==> config.mk <==
export PLATFORM = sky130hd
export DESIGN_NAME = alu_arbiter
export DESIGN_NICKNAME = d
export VERILOG_FILES = /design/src/rtl/alu_arbiter.sv
export SDC_FILE = /design/constraint.sdc
export NUM_CORES = 1
export LEC_CHECK = 0
export ABC_CLOCK_PERIOD_IN_PS = 1400
export CORE_AREA = 3 3 193 195
export DETAILED_ROUTE_END_ITERATION = 10
export DIE_AREA = 0 0 196 198
export SLEW_MARGIN = 20
export SYNTH_ARGS = -nofsm -noshare
export SYNTH_HDL_FRONTEND = slang
export SYNTH_SLANG_ARGS = --single-unit
==> constraint.sdc <==
create_clock -name clk -period 1.4 [get_ports clk]
set_clock_uncertainty 0.1 [all_clocks]
set_input_delay 0.14 -clock clk [delete_from_list [all_inputs] [get_ports clk]]
set_output_delay 0.14 -clock clk [all_outputs]
set_load 0.02 [all_outputs]
==> src/rtl/alu_arbiter.sv <==
// alu_arbiter: round-robin sharing of one ALU between NUM_REQ requesters with a
// one-entry registered result. Define ALU_ARB_LOCK_EN for bounded grant locking.
module alu_arbiter #(
  parameter int NUM_REQ  = 2,
  parameter int OP_W     = 13,
  parameter int DATA_W   = 32,
  parameter int MAX_LOCK = 4
) (
  input  logic                        clk,
  input  logic                        rst_n,
  input  logic [NUM_REQ-1:0]          req_valid,
  output logic [NUM_REQ-1:0]          req_ready,
  input  logic [NUM_REQ*OP_W-1:0]     req_op,
  input  logic [NUM_REQ*DATA_W-1:0]   req_in1,
  input  logic [NUM_REQ*DATA_W-1:0]   req_in2,
  input  logic [NUM_REQ*DATA_W-1:0]   req_in1_b,
  input  logic [NUM_REQ*DATA_W-1:0]   req_in2_b,
  input  logic [NUM_REQ-1:0]          req_lock,
  output logic [OP_W-1:0]             alu_op,
  output logic [DATA_W-1:0]           alu_in1,
  output logic [DATA_W-1:0]           alu_in2,
  output logic [DATA_W-1:0]           alu_in1_b,
  output logic [DATA_W-1:0]           alu_in2_b,
  input  logic [DATA_W-1:0]           alu_out,
  input  logic                        alu_out_b,
  output logic                        rsp_valid,
  output logic [$clog2(NUM_REQ)-1:0]  rsp_id,
  output logic [DATA_W-1:0]           rsp_out,
  output logic                        rsp_out_b,
  input  logic [NUM_REQ-1:0]          rsp_ready
);

  localparam int ID_W = $clog2(NUM_REQ);

  logic [ID_W-1:0]   ptr_q, ptr_d;
  logic              rsp_valid_q, rsp_valid_d;
  logic [ID_W-1:0]   rsp_id_q, rsp_id_d;
  logic [DATA_W-1:0] rsp_out_q, rsp_out_d;
  logic              rsp_out_b_q, rsp_out_b_d;

  logic [ID_W-1:0]   gnt_idx, gnt_inc, cand;
  logic              gnt_found, rsp_drain, can_accept, accept;
  int unsigned       idx;

`ifdef ALU_ARB_LOCK_EN
  localparam int CNT_W = $clog2(MAX_LOCK + 1);
  logic [CNT_W-1:0]  lock_cnt_q, lock_cnt_d, lock_next;
  logic              gnt_lock;
`else
  logic              unused_lock;
  assign unused_lock = ^req_lock ^ (MAX_LOCK == 0);
`endif

  // First valid requester scanning from ptr upward, wrapping at NUM_REQ.
  always_comb begin
    gnt_idx   = '0;
    gnt_found = 1'b0;
    cand      = '0;
    idx       = 0;
    for (int unsigned k = 0; k < NUM_REQ; k++) begin
      idx = 32'(ptr_q) + k;
      if (idx >= NUM_REQ) idx = idx - NUM_REQ;
      cand = ID_W'(idx);
      if (!gnt_found && req_valid[cand]) begin
        gnt_idx   = cand;
        gnt_found = 1'b1;
      end
    end
  end

  always_comb begin
    rsp_drain = 1'b0;
    for (int unsigned i = 0; i < NUM_REQ; i++) begin
      if (rsp_id_q == ID_W'(i)) rsp_drain = rsp_ready[i];
    end
  end

  // A held result that drains this cycle frees the register for a refill.
  assign can_accept = !rsp_valid_q || rsp_drain;
  assign accept     = gnt_found && can_accept;
  assign gnt_inc    = (gnt_idx == ID_W'(NUM_REQ - 1)) ? '0 : gnt_idx + 1'b1;

  always_comb begin
    req_ready = '0;
    alu_op    = '0;
    alu_in1   = '0;
    alu_in2   = '0;
    alu_in1_b = '0;
    alu_in2_b = '0;
`ifdef ALU_ARB_LOCK_EN
    gnt_lock  = 1'b0;
`endif
    for (int unsigned i = 0; i < NUM_REQ; i++) begin
      if (gnt_found && gnt_idx == ID_W'(i)) begin
        req_ready[i] = can_accept;
        alu_op       = req_op[i*OP_W +: OP_W];
        alu_in1      = req_in1[i*DATA_W +: DATA_W];
        alu_in2      = req_in2[i*DATA_W +: DATA_W];
        alu_in1_b    = req_in1_b[i*DATA_W +: DATA_W];
        alu_in2_b    = req_in2_b[i*DATA_W +: DATA_W];
`ifdef ALU_ARB_LOCK_EN
        gnt_lock     = req_lock[i];
`endif
      end
    end
  end

  always_comb begin
    ptr_d       = ptr_q;
    rsp_valid_d = rsp_valid_q;
    rsp_id_d    = rsp_id_q;
    rsp_out_d   = rsp_out_q;
    rsp_out_b_d = rsp_out_b_q;
`ifdef ALU_ARB_LOCK_EN
    lock_cnt_d  = lock_cnt_q;
    lock_next   = '0;
`endif
    if (accept) begin
      rsp_valid_d = 1'b1;
      rsp_id_d    = gnt_idx;
      rsp_out_d   = alu_out;
      rsp_out_b_d = alu_out_b;
      ptr_d       = gnt_inc;
`ifdef ALU_ARB_LOCK_EN
      // rsp_id_q still names the previous acceptor, which identifies a locked run.
      lock_cnt_d = '0;
      if (gnt_lock) begin
        lock_next = (gnt_idx == rsp_id_q && lock_cnt_q != '0) ? lock_cnt_q + 1'b1
                                                              : CNT_W'(1);
        if (lock_next != CNT_W'(MAX_LOCK)) begin
          ptr_d      = gnt_idx;
          lock_cnt_d = lock_next;
        end
      end
`endif
    end else if (rsp_valid_q && rsp_drain) begin
      rsp_valid_d = 1'b0;
    end
  end

  always_ff @(posedge clk or negedge rst_n) begin
    if (!rst_n) begin
      ptr_q       <= '0;
      rsp_valid_q <= 1'b0;
      rsp_id_q    <= '0;
      rsp_out_q   <= '0;
      rsp_out_b_q <= 1'b0;
`ifdef ALU_ARB_LOCK_EN
      lock_cnt_q  <= '0;
`endif
    end else begin
      ptr_q       <= ptr_d;
      rsp_valid_q <= rsp_valid_d;
      rsp_id_q    <= rsp_id_d;
      rsp_out_q   <= rsp_out_d;
      rsp_out_b_q <= rsp_out_b_d;
`ifdef ALU_ARB_LOCK_EN
      lock_cnt_q  <= lock_cnt_d;
`endif
    end
  end

  assign rsp_valid = rsp_valid_q;
  assign rsp_id    = rsp_id_q;
  assign rsp_out   = rsp_out_q;
  assign rsp_out_b = rsp_out_b_q;

endmodule

### Word-level counts from Yosys, hierarchy flattened

Cells that the tools add are included.
Widths: inputs -> output; s select.

* $lt $le $gt $ge: 4
* multiply operators: 0
* shifts and indexed selects: 0
* eq/ne operators: 0
* $add $sub $neg: 4
* mux-type cells: 26
* divide/modulo/power cells: 0
* bitwise operators: 1
* reductions and logical operators: 9

Operators by type and width (count)
* $mux 32: 8
* $mux 13: 2
* $mux 1: 16
* $logic_and 1x1->1: 5
* $lt 1x2->1 const B: 2
* $add 1x1->2 const B: 1
* $ge 1x2->1 const B: 1
* $ge 2x2->1 const B: 1
* $logic_not 1->1: 2
* $reduce_bool 2->1: 1
* $sub 1x1->1 const B: 2
* $add 1x1->1 const B: 1
* $logic_or 1x1->1: 1
* $not 1->1: 1

* word-level logic and storage cells: 49
* latch bits: 0
* memories kept: 0
* memory bits (writable): 0
* ROM bits: 0
* register bits after elaboration: 36

### Logic depth before layout (Yosys ltp)

Gate-level depths: netlist of run 1.

* word-level depth: 12
* depth in mapped cells: 6

### Least setup slack after synthesis of run 1

OpenSTA, ideal clock, no wires.

* path type: reg2reg
* from: register rsp_id_q (netlist: rsp_id)
* to: register rsp_out_q[0] (netlist: rsp_out[0])
* stages on the path, launching flop included: 5
* data arrival time: 1415 ps
* period minus slack after synthesis: 1640 ps
* path slack: -240 ps
* cell sequence: dfrtp_1 > mux2i_1 > a21oi_4 > buf_6 > mux2_4

* cells in the longest elaborated chain, start to end: 3

RTL lines
* from (decl): RTL line 37 `logic [ID_W-1:0] rsp_id_q, rsp_id_d;`
* from (signal assigned): RTL line 154 `rsp_id_q <= rsp_id_d;`
* $mux 1: RTL line 74 `if (rsp_id_q == ID_W'(i)) rsp_drain = rsp_ready[i];`
* $logic_or 1x1->1: RTL line 79 `assign can_accept = !rsp_valid_q || rsp_drain;`
* $logic_and 1x1->1: RTL line 80 `assign accept = gnt_found && can_accept;`
* to (signal assigned): RTL line 155 `rsp_out_q <= rsp_out_d;`
* to (decl): RTL line 38 `logic [DATA_W-1:0] rsp_out_q, rsp_out_d;`

Every way passes these cells.
A chain may end at the register's enable or synchronous reset.

### Final worst setup path of run 1

* from: register ptr_q
* to: output alu_op[8]

* cells in the longest elaborated chain, start to end: 12
* elaborated cells between the ends (all ways): 22

RTL lines
* from (decl): RTL line 35 `logic [ID_W-1:0] ptr_q, ptr_d;`
* from (signal assigned): RTL line 152 `ptr_q <= ptr_d;`
* $ge 1x2->1 / $sub 1x1->1 (equally long branches): RTL line 62 `if (idx >= NUM_REQ) idx = idx - NUM_REQ;`
* $mux 1: RTL line 62
* $mux 1 (not written as such) (2 in a row): RTL line 64 `if (!gnt_found && req_valid[cand]) begin`
* $mux 1: RTL line 64
* $logic_not 1->1: RTL line 64
* $logic_and 1x1->1: RTL line 64
* $mux 1: RTL line 64
* $not 1->1: RTL line 94 `if (gnt_found && gnt_idx == ID_W'(i)) begin`
* $logic_and 1x1->1: RTL line 94
* $mux 13: RTL line 94
* $mux 13 *: RTL line 94
* to (decl): RTL line 19 `output logic [OP_W-1:0] alu_op,`

Mark *: on every way between the ends. The rest lies on a longest branch, timed or not. The select of a mux whose other input is x is not followed.

==> impl_metrics.tcl, run 1 <==
set metrics [dict create \
    synthTopCellsByArea "a22o_1, dfrtp_1, mux2_4, buf_2, clkbuf_1" \
    max-vdd-ir-drop_uv 844 \
    fin_crit_sh 1.45 \
    fin_nets 1130 \
    ys_ff_latch 36 \
    clkTransAtPathRegs_ps 60 \
    drv_cap 0 \
    required_ps 1160 \
    max-slew-margin-rel 0.717 \
    arrival_ps 1790 \
    die_h_um 198 \
    ctsLongestPathBuffers 2 \
    synth-seq-area-share 0.308 \
    ys_warn_count 0 \
    crit_type "reg2out" \
    area.growth.synth_to_final_pct 257 \
    num_rows 69 \
    n_fill_cell 3698 \
    gp_congestion 0.750 \
    critPathMaxFanout 8 \
    rsz0062_at_grt "yes" \
    drv_slew 0 \
    drc_errors 0 \
    finalCriticalPeriod_ps 2030 \
    synth_area_leader_cell "a22o_1" \
    crit-reg2reg-launch "ptr_q$_DFFE_PN0P_" \
    drtPass1Iterations 4 \
    viasPerCell 3.70 \
    ff2ff_path_depth 8 \
    grt_pass1_vias 4960 \
    antenna_found_initial 2 \
    ioPinCount 501 \
    synth.distinct_cells 21 \
    initial_core_util 0.0821 \
    grt.overflow.total 0 \
    grt_max_degree 40 \
    cts_root_buf "clkbuf_16" \
    cp-end-kind "output pin" \
    violations "negative setup slack" \
    worstSetupStartpointType "register" \
    cts_tree "built" \
    die_area_mm2 0.0388 \
    ctsHtreeMaxLevel 2 \
    cts_inserted_buffers 5 \
    grt_pass1_wl_um 31600 \
    die_w_um 196 \
    final_common_cell "clkdlybuf4s50_1" \
    drt_iter0_drc 183 \
    synth_fp_nets 585 \
    grtUsageTotal 0.106 \
    cts_sinks 36 \
    wirelength_um 26200 \
    syn_avg_cell_area_um2 11.2 \
    p_leak_nw 4.52 \
    r2r_setup_slack_ps -460 \
    regArea_um2 902 \
    fin_cells 1271 \
    floorplan.core_area_mm2 0.0356 \
    hp-class "in2async" \
    place_hpwl_um 19400 \
    drive_gt1_frac 0.431 \
    setup_viol 212 \
    layout_common_cells "clkdlybuf4s50_1, buf_6, a22o_4, buf_4, a22o_1" \
    synth_area_mm2 0.00292 \
    dp_slack_ps -1050 \
    outcome "complete, but fails checks" \
    timing.fmax_ghz 0.492 \
    clock_latency_ps 280 \
    routedWlPerCell_um 20.6 \
    port_buffers 498 \
    critical_path.startpoint "ptr_q$_DFFE_PN0P_" \
    ant_nets 0 \
    synth_top_area_frac 0.423 \
    dpl.cell_count 1226 \
    hold_viol_final 0 \
    multi_input_area_mm2 0.00257 \
    setup_ws_ps -634 \
    r2r_end "rsp_id$_DFFE_PN0P_" \
    powerDensity_mw_per_mm2 1080 \
    tightest_slew_ps 424 \
    synthCells 262 \
    vias 4706 \
]
## cell families (layout without fill, tap and decap cells)
| family | after synthesis | in the layout | synth area share |
|---|---|---|---|
| AOI/OAI and AO/OA | 148 | 148 | 0.444 |
| buffers and inverters | 37 | 583 | 0.0647 |
| DFF | 36 | 36 | 0.308 |
| muxes | 34 | 34 | 0.169 |
| and+or+nand+nor | 7 | 7 | 0.0137 |
| other | 0 | 2 | 0 |
## how the worst max path moves through the flow
| stage | endpoint | slack (ps) | cells past startpoint |
|---|---|---|---|
| 3_5_place_dp | alu_in1_b[23] | -1050 | 6 |
| 2_1_floorplan | rsp_out[0]$_DFFE_PN0P_ | -180 | 4 |
| 6_report | alu_op[8] | -630 | 8 |
| 4_1_cts | alu_in1[31] | -740 | 7 |
| 5_1_grt | alu_op[8] | -690 | 8 |
| 3_3_place_gp | alu_in1_b[17] | -1000 | 6 |
## registers in the layout, indices dropped and copies added (netlist names)
signal	cells
rsp_valid	1
rsp_out	32
rsp_out_b	1
rsp_id	1
ptr_q	1
## through the flow
stage / total power [W] / utilization / TNS, ps / hold slack [ps] / instance area (µm²)
5_1_grt: 0.0118 / 0.293 / -104860 / 285 / 10400
3_3_place_gp: 0.00887 / 0.266 / -145760 / 6.85 / 9460
6_report: 0.0112 / 0.293 / -92000 / 227 / 10400
4_1_cts: 0.0102 / 0.274 / -108040 / 233 / 9750
2_1_floorplan: 0.00517 / - / -6790 / -256 / 3690
3_5_place_dp: 0.00889 / 0.266 / -152340 / 0.637 / 9460
## synth_stat cells (all sizes together)
master / instances
nor2: 1
clkbuf: 12
nand2: 1
o21ai: 1
and2: 1
mux2i: 1
mux2: 33
a21boi: 3
inv: 2
dfrtp: 36
a22o: 142
nor2b: 2
a21oi: 1
o22a: 1
nand2b: 2
buf: 23
## where the power goes
| part | switching [W] | internal (W) |
|---|---|---|
| sequential | 0.000172 | 0.00133 |
| combinational | 0.00362 | 0.00485 |
| clock | 0.000430 | 0.000838 |
| total | 0.00422 | 0.00702 |
## repair_timing
| item | in CTS | in global routing |
|---|---|---|
| hold buffers | 1 | 0 |
| hold endpoints to repair | 17 | 0 |
| setup buffers | 3 | 17 |
| pin swaps | 2 | 13 |
| endpoints found under the setup margin | 212 | 213 |
| gates resized for setup | 424 | 348 |
| gates cloned | 2 | 16 |
## layer usage
| metal | vias to the layer above | track usage | wire length [µm] |
|---|---|---|---|
| li1 | 2182 | - | - |
| met1 | 2244 | 0.128 | 10900 |
| met2 | 268 | 0.191 | 13000 |
| met3 | 12 | 0.0299 | 2080 |
| met4 | 0 | 0.0158 | 275 |
| met5 | - | 0 | 0 |
## worst max-delay path, cell delays in order (launching register included)
cell and delay (ps):
dfrtp_1 410, buf_6 130, a21boi_4 50, buf_12 140
buf_16 150, buf_12 140, buf_6 100, a22o_4 230
buf_12 140
## final cells by class
cell class / instances / share of cell area
clock inverters: 2 / 0.00336
repair buffers: 573 / 0.595
well taps: 461 / 0.0553
multi-input cells: 189 / 0.247
clock buffers: 6 / 0.0124
inverters: 2 / 0.000720
diodes: 2 / 0.000480
flip-flops and latches: 36 / 0.0865
Power figures use the tool's default switching activity.
==> run 2: changes to the inputs <==
--- a/config.mk
+++ b/config.mk
@@ -5,10 +5,11 @@
 export SDC_FILE = /design/constraint.sdc
 export NUM_CORES = 1
 export LEC_CHECK = 0
-export ABC_CLOCK_PERIOD_IN_PS = 1400
+export ABC_CLOCK_PERIOD_IN_PS = 1700
 export CORE_AREA = 3 3 193 195
 export DETAILED_ROUTE_END_ITERATION = 10
 export DIE_AREA = 0 0 196 198
+export SKIP_CTS_REPAIR_TIMING = 1
 export SLEW_MARGIN = 20
 export SYNTH_ARGS = -nofsm -noshare
 export SYNTH_HDL_FRONTEND = slang
==> constraint.sdc (replaced) <==
create_clock -name clk -period 1.7 [get_ports clk]
set_clock_uncertainty 0.1 [all_clocks]
set_input_delay 0.17 -clock clk [delete_from_list [all_inputs] [get_ports clk]]
set_output_delay 0.17 -clock clk [all_outputs]
set_load 0.02 [all_outputs]
==> run 2 against run 1 <==
  * Combinational power is 25% lower
  * Die area unchanged
  * The flow still finishes with violations (negative setup slack)
  * Highest routed layer unchanged
  * Largest power group unchanged
  * Clock power shrank 29%
  * Worst hold slack improved by 24 ps
  * Utilization decreased by 2.0 points
  * Non-clock buffer count is 5 lower
  * First-iteration DRC count increased by 4.9%
  * Total power down 24%
==> impl_metrics.tcl, run 2 (synthesis results as in run 1) <==
set metrics [dict create \
    finalCriticalPeriod_ps 1990 \
    slowest_stage "dfrtp_2" \
    fin_crit_sh 1.17 \
    place_hpwl_um 18000 \
    drv_cap 0 \
    final_common_cell "clkdlybuf4s50_1" \
    max-slew-margin-rel 0.698 \
    diodes 0 \
    required_ps 1430 \
    largest_register_ffs 32 \
    ctsLongestPathBuffers 2 \
    fin_nets 1125 \
    cts_tree "built" \
    vias 4661 \
    cts_root_buf "clkbuf_16" \
    critical_path.startpoint "ptr_q$_DFFE_PN0P_" \
    grtUsageTotal 0.0940 \
    crit_type "reg2out" \
    hold_viol_final 0 \
    num_rows 69 \
    tightest_slew_ps 452 \
    gp_congestion 0.774 \
    crit_chain "inv_2 -> a21boi_4 -> buf_6 -> clkbuf_16 -> buf_12 -> a22o_4 -> buf_6" \
    grt.overflow.total 0 \
    stdcell_area_mm2 0.00973 \
    cts_inserted_buffers 5 \
    crit-reg2reg-launch "rsp_id$_DFFE_PN0P_" \
    timing.fmax_ghz 0.502 \
    grt_pass1_vias 4760 \
    ant_nets 0 \
    floorplan.core_area_mm2 0.0356 \
    max_stage_delay_ps 440 \
    drive_gt1_frac 0.342 \
    die_w_um 196 \
    die_h_um 198 \
    violations "negative setup slack" \
    initial_core_util 0.0821 \
    crit_buf_inv 5 \
    max-vdd-ir-drop_uv 457 \
    clkTransAtPathRegs_ps 50 \
    antenna_found_initial 1 \
    setup_viol 160 \
    layout_common_cells "clkdlybuf4s50_1, buf_6, a22o_1, dfrtp_1, mux2_4" \
    drtPass1Iterations 4 \
    viasPerCell 3.69 \
    hp-start "req_valid[0]" \
    drv_slew 0 \
    rsz0062_at_grt "yes" \
    drt_iter0_drc 192 \
    setup_ws_ps -292 \
    ioPinCount 501 \
    worstSetupStartpointType "register" \
    cpLargestDelayFamily "buffers and inverters" \
    cp-end-kind "output pin" \
    cts_sinks 36 \
    powerDensity_mw_per_mm2 878 \
    grt_max_degree 53 \
    ctsHtreeMaxLevel 2 \
    critPathMaxFanout 16 \
    dpl_cell_area_mm2 0.00874 \
    drc_errors 0 \
    wirelength_um 24300 \
    dp_slack_ps -795 \
    area.growth.synth_to_final_pct 233 \
    clock_latency_ps 280 \
    die_area_mm2 0.0388 \
    p_leak_nw 4.22 \
    hp-class "in2reg" \
    outcome "complete, but fails checks" \
    grt_pass1_wl_um 28700 \
    arrival_ps 1720 \
    port_buffers 498 \
    routedWlPerCell_um 19.2 \
    cp_common_cell "buf_6" \
]
==> run 2: cell types whose count changed in the layout (fill, tap and decap cells not counted), moves of 4 or more <==
cell             previous run  this run
buf_12                     22        13
a22o_4                     80        11
buf_16                      7         3
buf_2                       5        23
buf_4                      64        14
clkdlybuf4s50_1           354       350
dlymetal6s2s_1              0         4
a22o_1                     61       130
buf_6                      96       132
==> run 2: metrics by stage <==
stage | TNS, ps | util | std cells | hold slack (ps) | power (W)
after global routing | -41100 | 0.274 | 1264 | 310 | 0.00894
final | -32910 | 0.274 | 1264 | 250 | 0.00854
after global placement | -102310 | 0.246 | 1228 | 38.4 | 0.00675
after detailed placement | -100740 | 0.246 | 1228 | 33.5 | 0.00675
after CTS | -102670 | 0.250 | 1236 | -269 | 0.00771
after floorplan | 0 | - | 262 | -226 | 0.00371
==> run 2: routing by layer <==
metal | track usage | share of wire | vias to the layer above
met5 | 0 | 0 | -
met1 | 0.103 | 0.37 | 2150
met3 | 0.0398 | 0.10 | 17
met2 | 0.172 | 0.52 | 329
met4 | 0.0148 | 0.013 | 0
li1 | - | - | 2165
==> run 2: worst register-to-register path: cells and delay by family (launching register included) <==
family          cells  cell delay (ps)
mux                 2              530
flops               1              410
buf+inv             3              450
compound gates      1              140
==> run 2: area by class of cell <==
cell class,instances,area [µm²]
clock buffers,5,125
repair buffers,568,6110
inverters,2,7.51
fillers,3732,25800
flip-flops and latches,36,902
clock inverters,3,18.8
multi-input cells,189,1990
well taps,461,577
==> run 2: power breakdown <==
part	leakage [nW]	switching, W	total [W]	internal, W
clock network	0.0736	0.000368	0.000908	0.000540
registers	0.416	0.000156	0.00125	0.00110
logic	3.73	0.00278	0.00639	0.00360
total	4.22	0.00330	0.00854	0.00524
==> run 2: path summary, 6_finish.rpt <==
kind / to / slack (ps) / cells past startpoint
worst max register to register: rsp_out[30]$_DFFE_PN0P_ / -40 / 6
worst min-delay path: rsp_valid$_DFFE_PN0P_ / 250 / 4
worst min register to register: rsp_out[25]$_DFFE_PN0P_ / 410 / 1
max in group asynchronous: ptr_q$_DFFE_PN0P_ / 750 / 3
worst max-delay path: alu_in1_b[8] / -290 / 7
min in group asynchronous: rsp_out[13]$_DFFE_PN0P_ / 270 / 2
==> run 3: changes to the inputs <==
--- a/config.mk
+++ b/config.mk
@@ -7,6 +7,7 @@
 export LEC_CHECK = 0
 export ABC_CLOCK_PERIOD_IN_PS = 1700
 export CORE_AREA = 3 3 193 195
+export CTS_CLUSTER_SIZE = 20
 export DETAILED_ROUTE_END_ITERATION = 10
 export DIE_AREA = 0 0 196 198
 export SKIP_CTS_REPAIR_TIMING = 1
==> results of run 3 <==
No change in the layout: final DEF, timing and power equal those of run 2.
